--- src/rtl/multicycle_control_pkg.sv ---
// Shared types for the multicycle datapath control unit.
//   bus_t        : datapath word (the ALU zero flag arrives on a full bus)
//   ula_oper_t   : operation select consumed by the arithmetic unit
//   ctrl_state_t : the 13 sequencing states of multicycle_control
//   opcode_t / funct_t constants : instruction fields recognised by decode
//   alu_src_b_t / pc_src_t       : datapath mux selects
package types;

    typedef logic [31:0] bus_t;

    typedef enum logic [2:0] {
        ULA_ADD,
        ULA_SUB,
        ULA_AND,
        ULA_OR,
        ULA_NOR,
        ULA_SLT,
        ULA_SLTU
    } ula_oper_t;

    typedef enum logic [3:0] {
        S_FETCH,
        S_DECODE,
        S_EXECUTE,
        S_ALU_WB,
        S_MEM_ADDR,
        S_MEM_READ,
        S_MEM_WB,
        S_MEM_WRITE,
        S_BRANCH,
        S_JUMP,
        S_IMM_EXEC,
        S_IMM_WB,
        S_ILLEGAL
    } ctrl_state_t;

    typedef logic [5:0] opcode_t;
    localparam opcode_t OP_RTYPE = 6'h00;
    localparam opcode_t OP_LW    = 6'h23;
    localparam opcode_t OP_SW    = 6'h2B;
    localparam opcode_t OP_BEQ   = 6'h04;
    localparam opcode_t OP_J     = 6'h02;
    localparam opcode_t OP_ADDI  = 6'h08;
    localparam opcode_t OP_SLTI  = 6'h0A;

    typedef logic [5:0] funct_t;
    localparam funct_t FN_ADD  = 6'h20;
    localparam funct_t FN_SUB  = 6'h22;
    localparam funct_t FN_AND  = 6'h24;
    localparam funct_t FN_OR   = 6'h25;
    localparam funct_t FN_NOR  = 6'h27;
    localparam funct_t FN_SLT  = 6'h2A;
    localparam funct_t FN_SLTU = 6'h2B;

    typedef enum logic [1:0] {
        SRCB_REG     = 2'b00,
        SRCB_FOUR    = 2'b01,
        SRCB_IMM     = 2'b10,
        SRCB_IMM_SH2 = 2'b11
    } alu_src_b_t;

    typedef enum logic [1:0] {
        PCSRC_ALU    = 2'b00,
        PCSRC_ALUOUT = 2'b01,
        PCSRC_JUMP   = 2'b10
    } pc_src_t;

endpackage

--- src/rtl/multicycle_control_funct_decode.sv ---
// funct_decode: combinational R-type funct decoder.
//   funct_i   : instr[5:0]
//   ula_sel_o : ALU operation for the funct (ADD when unrecognised)
//   legal_o   : 1 when funct names a supported R-type operation
module funct_decode
    import types::*;
(
    input  funct_t    funct_i,
    output ula_oper_t ula_sel_o,
    output logic      legal_o
);

    // NOTE: every output gets a default before the case so no path leaves
    // it unassigned; otherwise synthesis infers a latch.
    always_comb begin
        ula_sel_o = ULA_ADD;
        legal_o   = 1'b1;
        case (funct_i)
            FN_ADD:  ula_sel_o = ULA_ADD;
            FN_SUB:  ula_sel_o = ULA_SUB;
            FN_AND:  ula_sel_o = ULA_AND;
            FN_OR:   ula_sel_o = ULA_OR;
            FN_NOR:  ula_sel_o = ULA_NOR;
            FN_SLT:  ula_sel_o = ULA_SLT;
            FN_SLTU: ula_sel_o = ULA_SLTU;
            default: legal_o   = 1'b0;
        endcase
    end

endmodule

--- src/rtl/multicycle_control.sv ---
// multicycle_control: sequencing FSM for the multicycle datapath.
// Inputs : clk, rst_n (async, active-low), opcode/funct from the instruction
//          register, alu_zero (all-ones = zero result), mem_ready handshake.
// Outputs: ula_sel, alu_src_a, alu_src_b, pc_src mux selects; pc_write,
//          ir_write, mem_read, mem_write, iord, reg_write, reg_dst,
//          mem_to_reg strobes; illegal_instr pulse; state_o for debug.
// Moore outputs except the FETCH pc/ir writes (gated by mem_ready) and the
// BRANCH pc write (gated by alu_zero).
module multicycle_control
    import types::*;
(
    input  logic        clk,
    input  logic        rst_n,
    input  opcode_t     opcode,
    input  funct_t      funct,
    input  bus_t        alu_zero,
    input  logic        mem_ready,
    output ula_oper_t   ula_sel,
    output logic        alu_src_a,
    output alu_src_b_t  alu_src_b,
    output pc_src_t     pc_src,
    output logic        pc_write,
    output logic        ir_write,
    output logic        mem_read,
    output logic        mem_write,
    output logic        iord,
    output logic        reg_write,
    output logic        reg_dst,
    output logic        mem_to_reg,
    output logic        illegal_instr,
    output ctrl_state_t state_o
);

    ctrl_state_t state_q, state_d;
    ula_oper_t   fn_ula;
    logic        fn_legal;

    // One decoder serves both the legality check in DECODE and the
    // operation select in EXECUTE; the IR is stable between the two.
    funct_decode u_funct_decode (
        .funct_i   (funct),
        .ula_sel_o (fn_ula),
        .legal_o   (fn_legal)
    );

    // NOTE: state registers use non-blocking assignment so every flop
    // samples its pre-edge value regardless of evaluation order.
    always_ff @(posedge clk or negedge rst_n) begin
        if (!rst_n) state_q <= S_FETCH;
        else        state_q <= state_d;
    end

    always_comb begin
        state_d       = state_q;
        ula_sel       = ULA_ADD;
        alu_src_a     = 1'b0;
        alu_src_b     = SRCB_REG;
        pc_src        = PCSRC_ALU;
        pc_write      = 1'b0;
        ir_write      = 1'b0;
        mem_read      = 1'b0;
        mem_write     = 1'b0;
        iord          = 1'b0;
        reg_write     = 1'b0;
        reg_dst       = 1'b0;
        mem_to_reg    = 1'b0;
        illegal_instr = 1'b0;
        // Outputs are held at their idle values while reset is asserted so
        // a FETCH under reset does not issue a memory read.
        if (rst_n) begin
            case (state_q)
                S_FETCH: begin
                    mem_read  = 1'b1;
                    alu_src_b = SRCB_FOUR;
                    ir_write  = mem_ready;
                    pc_write  = mem_ready;
                    if (mem_ready) state_d = S_DECODE;
                end
                S_DECODE: begin
                    // Precompute branch target into ALUOut.
                    alu_src_b = SRCB_IMM_SH2;
                    case (opcode)
                        OP_RTYPE:       state_d = fn_legal ? S_EXECUTE : S_ILLEGAL;
                        OP_LW, OP_SW:   state_d = S_MEM_ADDR;
                        OP_BEQ:         state_d = S_BRANCH;
                        OP_J:           state_d = S_JUMP;
                        OP_ADDI,
                        OP_SLTI:        state_d = S_IMM_EXEC;
                        default:        state_d = S_ILLEGAL;
                    endcase
                end
                S_EXECUTE: begin
                    alu_src_a = 1'b1;
                    ula_sel   = fn_ula;
                    state_d   = S_ALU_WB;
                end
                S_ALU_WB: begin
                    reg_write = 1'b1;
                    reg_dst   = 1'b1;
                    state_d   = S_FETCH;
                end
                S_MEM_ADDR: begin
                    alu_src_a = 1'b1;
                    alu_src_b = SRCB_IMM;
                    state_d   = (opcode == OP_LW) ? S_MEM_READ : S_MEM_WRITE;
                end
                S_MEM_READ: begin
                    mem_read = 1'b1;
                    iord     = 1'b1;
                    if (mem_ready) state_d = S_MEM_WB;
                end
                S_MEM_WB: begin
                    reg_write  = 1'b1;
                    mem_to_reg = 1'b1;
                    state_d    = S_FETCH;
                end
                S_MEM_WRITE: begin
                    mem_write = 1'b1;
                    iord      = 1'b1;
                    if (mem_ready) state_d = S_FETCH;
                end
                S_BRANCH: begin
                    alu_src_a = 1'b1;
                    ula_sel   = ULA_SUB;
                    pc_src    = PCSRC_ALUOUT;
                    pc_write  = (alu_zero == '1);
                    state_d   = S_FETCH;
                end
                S_JUMP: begin
                    pc_write = 1'b1;
                    pc_src   = PCSRC_JUMP;
                    state_d  = S_FETCH;
                end
                S_IMM_EXEC: begin
                    alu_src_a = 1'b1;
                    alu_src_b = SRCB_IMM;
                    ula_sel   = (opcode == OP_SLTI) ? ULA_SLT : ULA_ADD;
                    state_d   = S_IMM_WB;
                end
                S_IMM_WB: begin
                    reg_write = 1'b1;
                    state_d   = S_FETCH;
                end
                S_ILLEGAL: begin
                    illegal_instr = 1'b1;
                    state_d       = S_FETCH;
                end
                default: state_d = S_FETCH;
            endcase
        end
    end

    assign state_o = state_q;

endmodule
--- config.mk ---
export PLATFORM = sky130hd
export DESIGN_NAME = multicycle_control
export DESIGN_NICKNAME = d
export VERILOG_FILES = /design/src/rtl/multicycle_control_pkg.sv /design/src/rtl/multicycle_control_funct_decode.sv /design/src/rtl/multicycle_control.sv
export SDC_FILE = /design/constraint.sdc
export NUM_CORES = 1
export LEC_CHECK = 0
export BUFFER_PORTS_ARGS = -buffer_cell sky130_fd_sc_hd__buf_2
export CORE_ASPECT_RATIO = 1.5
export CORE_MARGIN = 5
export CORE_UTILIZATION = 30
export CTS_CLUSTER_SIZE = 12
export DETAILED_ROUTE_END_ITERATION = 7
export PLACE_DENSITY = 0.66
export SYNTH_ARGS = -nofsm -noshare
export SYNTH_HDL_FRONTEND = slang
export SYNTH_SLANG_ARGS = --single-unit
--- constraint.sdc ---
create_clock -name clk -period 2.2 [get_ports clk]
set_clock_uncertainty 0.05 [all_clocks]
set_input_delay 0.11 -clock clk [delete_from_list [all_inputs] [get_ports clk]]
set_output_delay 0.11 -clock clk [all_outputs]
set_load 0.01 [all_outputs]
==> summary.md <==
| Metric | Value |
|---|---|
| Routed vias/inst | 5.12 |
| Placement Rows | 23 |
| Port buffer count | 67 |
| Worst hold slack across all endpoints | 0.208 ns |
| CP Launch Type | flop |
| CTS sink cnt | 4 |
| Placed wire-length estimate | 2510 microns |
| Share of the clock period used by the worst path | 0.921 |
| Proportion of netlist area held by the largest area contributor | 0.126 |
| Critical Path Max Stage Delay | 0.62 ns |
| H-tree level count | 1 |
| Violation count after the first detailed-route iteration | 30 |
| Worst path slowest cell | sky130_fd_sc_hd__dfrtp_1 |
| Antenna viol nets, final | 0 |
| Distinct cell type count after synthesis | 36 |
| Class of the tightest hold or removal check | in -> reg |
| Worst slack at placement | 0.384 ns |
| Fraction of final layout cells sized beyond drive strength 1 | 0.413 |
| Number of failing setup endpoints in the final timing report | 0 |
| Worst-skew pair later-pin latency | 0.23 ns |
| Number of vias in the routed layout | 1192 |
| Clock root buffer | sky130_fd_sc_hd__clkbuf_8 |
| Die Y-Extent | 73.0 microns |
| Syn avg cell area | 6.21 sq um |
| Leakage power total | 0.602 nW |
| Number of fillers in the final layout | 274 |
| Max Cap Viol | 0 |
| Total of warnings raised by yosys | 0 |
| CTS tree | done |
| Buffer levels on the longest clock path | 2 |
| Cell-by-cell trace of the critical path | clkinv_1 > nand2_1 > a211oi_1 > a21oi_1 > nor4_2 > buf_2 |
| # resized after CTS | 0 |
| Routability-driven placement congestion ratio | 0.793 |
| CTS clock-pin slew for the worst setup and hold paths | 0.03 ns |
| Placeable Area | 2620 sq um |
| Count of flip-flops with a built-in enable after synthesis | 0 |
| Setup repair after global routing missed its margin | false |
| Antenna violations before repair | 0 |
| Remaining max-slew budget at the tightest pin | 0.691 |
| Die outline area | 3800 sq um |
| Synth area leaders | sky130_fd_sc_hd__dfrtp_1, sky130_fd_sc_hd__nand2_1, sky130_fd_sc_hd__a21oi_1, sky130_fd_sc_hd__nand4_1, sky130_fd_sc_hd__o21ai_0 |
| Start-to-end type of the worst setup path | reg -> out |
| Post-Synthesis Cell Area | 795 sq um |
| Arrival time at the worst endpoint | 1.87 ns |
| Synth Instances | 128 |
| Dominant register cell in the synthesized netlist | sky130_fd_sc_hd__dfrtp_1 |
| Proportion of synthesized flip-flops having asynchronous set or reset | 1.00 |
| Transition time of the tightest slew-check pin | 0.464 ns |
| Placed standard-cell area | 1170 sq um |
| Diodes inserted | 0 |
| Largest area contributor in the synthesized netlist | sky130_fd_sc_hd__dfrtp_1 |
| Outcome | finished clean |
| Total power per unit cell area | 903 nW/um^2 |
| Setup slack after layout | 0.174 ns |
| Sum Neg Setup Slack | 0 ns |
| Most frequent cells after synthesis | sky130_fd_sc_hd__nand2_1, sky130_fd_sc_hd__a21oi_1, sky130_fd_sc_hd__nor2_1, sky130_fd_sc_hd__o21ai_0 |
| Wire per inst | 12.9 microns |
| Final global-route overflow total | 0 |
| Worst vdd rail ir drop | 0.000392 V |
| TritonCTS Buffers | 3 |
| Width of the die | 52.0 microns |
| Global-route total usage across every layer | 0.163 |
| Data required, critical path | 2.04 ns |
| Total I/O pin count | 68 |
| Max Transition Viols Final | 0 |
| Detailed-route DRC error count | 0 |
| Wirelength, routed | 3010 microns |
| Global-route wire length before repair | 4890 microns |
| Final period demand of the worst path | 2.03 ns |
| Highest clock rate | 494 MHz |
| Leading cell type by number of instances after synthesis | sky130_fd_sc_hd__nand2_1 |
| Number of iterations in the first detailed-routing pass | 4 |
| Critical Path Fanout Max | 15 |
| Flip-flop count of the largest register, all copies and words added | 4 |
| Via count of the first global-routing pass | 1106 |
| Area growth from synthesis to layout | 53.2% |
| Total of flip-flops plus latches after synthesis | 4 |
| Effective utilization at floorplan | 0.303 |
| Post-Layout Inst Area | 1220 sq um |
| Maximum number of pins on one net before global-route repair | 19 |
| Synthesized netlist net count | 175 |
| # nets final | 245 |
| Final hold violation count | 0 |
| Element type at the critical path end | output pin |
| Sequential element share of the synthesized area | 0.126 |
==> cell families (layout without fill, tap and decap cells) <==
family | after synthesis | count (layout) | synth area share
flops | 4 | 4 | 0.126
simple gates | 75 | 75 | 0.515
compound gates | 36 | 36 | 0.277
mux | 1 | 1 | 0.0126
buf+inv | 12 | 80 | 0.0693
==> worst max-delay path: cells and delay by family (launching register included) <==
| family | cells | cell delay, ns |
|---|---|---|
| simple gates | 2 | 0.27 |
| buf+inv | 2 | 0.51 |
| compound gates | 2 | 0.23 |
| flops | 1 | 0.62 |
==> path summary, 6_finish.rpt <==
check	slack, ns	startpoint	cells after the start	to
worst max-delay path	0.17	state_o[2]$_DFFE_PN0P_	6	ula_sel[0]
worst min-delay path	0.21	opcode[2]	4	state_o[2]$_DFFE_PN0P_
worst max register to register	0.37	state_o[2]$_DFFE_PN0P_	5	state_o[3]$_DFFE_PN0P_
worst min register to register	0.66	state_o[0]$_DFFE_PN0P_	3	state_o[0]$_DFFE_PN0P_
max in group asynchronous	1.59	rst_n	2	state_o[0]$_DFFE_PN0P_
min in group asynchronous	0.26	rst_n	2	state_o[2]$_DFFE_PN0P_
==> routing by layer <==
layer  vias to the layer above  share of wire  track usage
li1                        624              -            -
met1                       518           0.39        0.203
met2                        46           0.52        0.278
met3                         4          0.072       0.0225
met5                         -              0            0
met4                         0         0.0096       0.0612
==> cells in the final DEF (no fill, tap or decap), drive strengths merged, types with 2 or more instances in the layout <==
| master | instances |
|---|---|
| nand4 | 8 |
| o21ai | 12 |
| dfrtp | 4 |
| nor3 | 9 |
| nor2 | 10 |
| inv | 5 |
| a21oi | 12 |
| nand3 | 6 |
| nand2b | 3 |
| nand2 | 18 |
| nor4 | 8 |
| clkbuf | 3 |
| a211oi | 3 |
| or4 | 2 |
| a31oi | 2 |
| and3 | 3 |
| buf | 70 |
| nor2b | 5 |
==> power breakdown <==
group	switching [mW]	internal, mW	total (mW)
Clock	0.0423	0.117	0.159
Sequential	0.0859	0.106	0.192
Combinational	0.443	0.305	0.749
Total	0.572	0.528	1.10
==> metrics by stage <==
| step | util | std cells | power, mW |
|---|---|---|---|
| after floorplan | - | 128 | 0.682 |
| after global placement | 0.445 | 229 | 0.931 |
| after detailed placement | 0.445 | 229 | 0.935 |
| after CTS | 0.465 | 233 | 1.10 |
| after global routing | 0.465 | 233 | 1.20 |
| final | 0.465 | 233 | 1.10 |
==> final cells by class <==
type / count / area [sq um] / area share
Sequential cell: 4 / 100 / 0.0822
Timing Repair Buffer: 71 / 368 / 0.302
Inverter: 6 / 22.5 / 0.0185
Multi-Input combinational cell: 112 / 639 / 0.525
Tap cell: 37 / 46.3 / 0.0380
Clock buffer: 3 / 41.3 / 0.0339
==> timing repair <==
action                    CTS  global route
buffers inserted            0             0
hold endpoints to repair    4             0
hold buffers                1             0
Note: power is estimated with default switching activity, not from simulation.
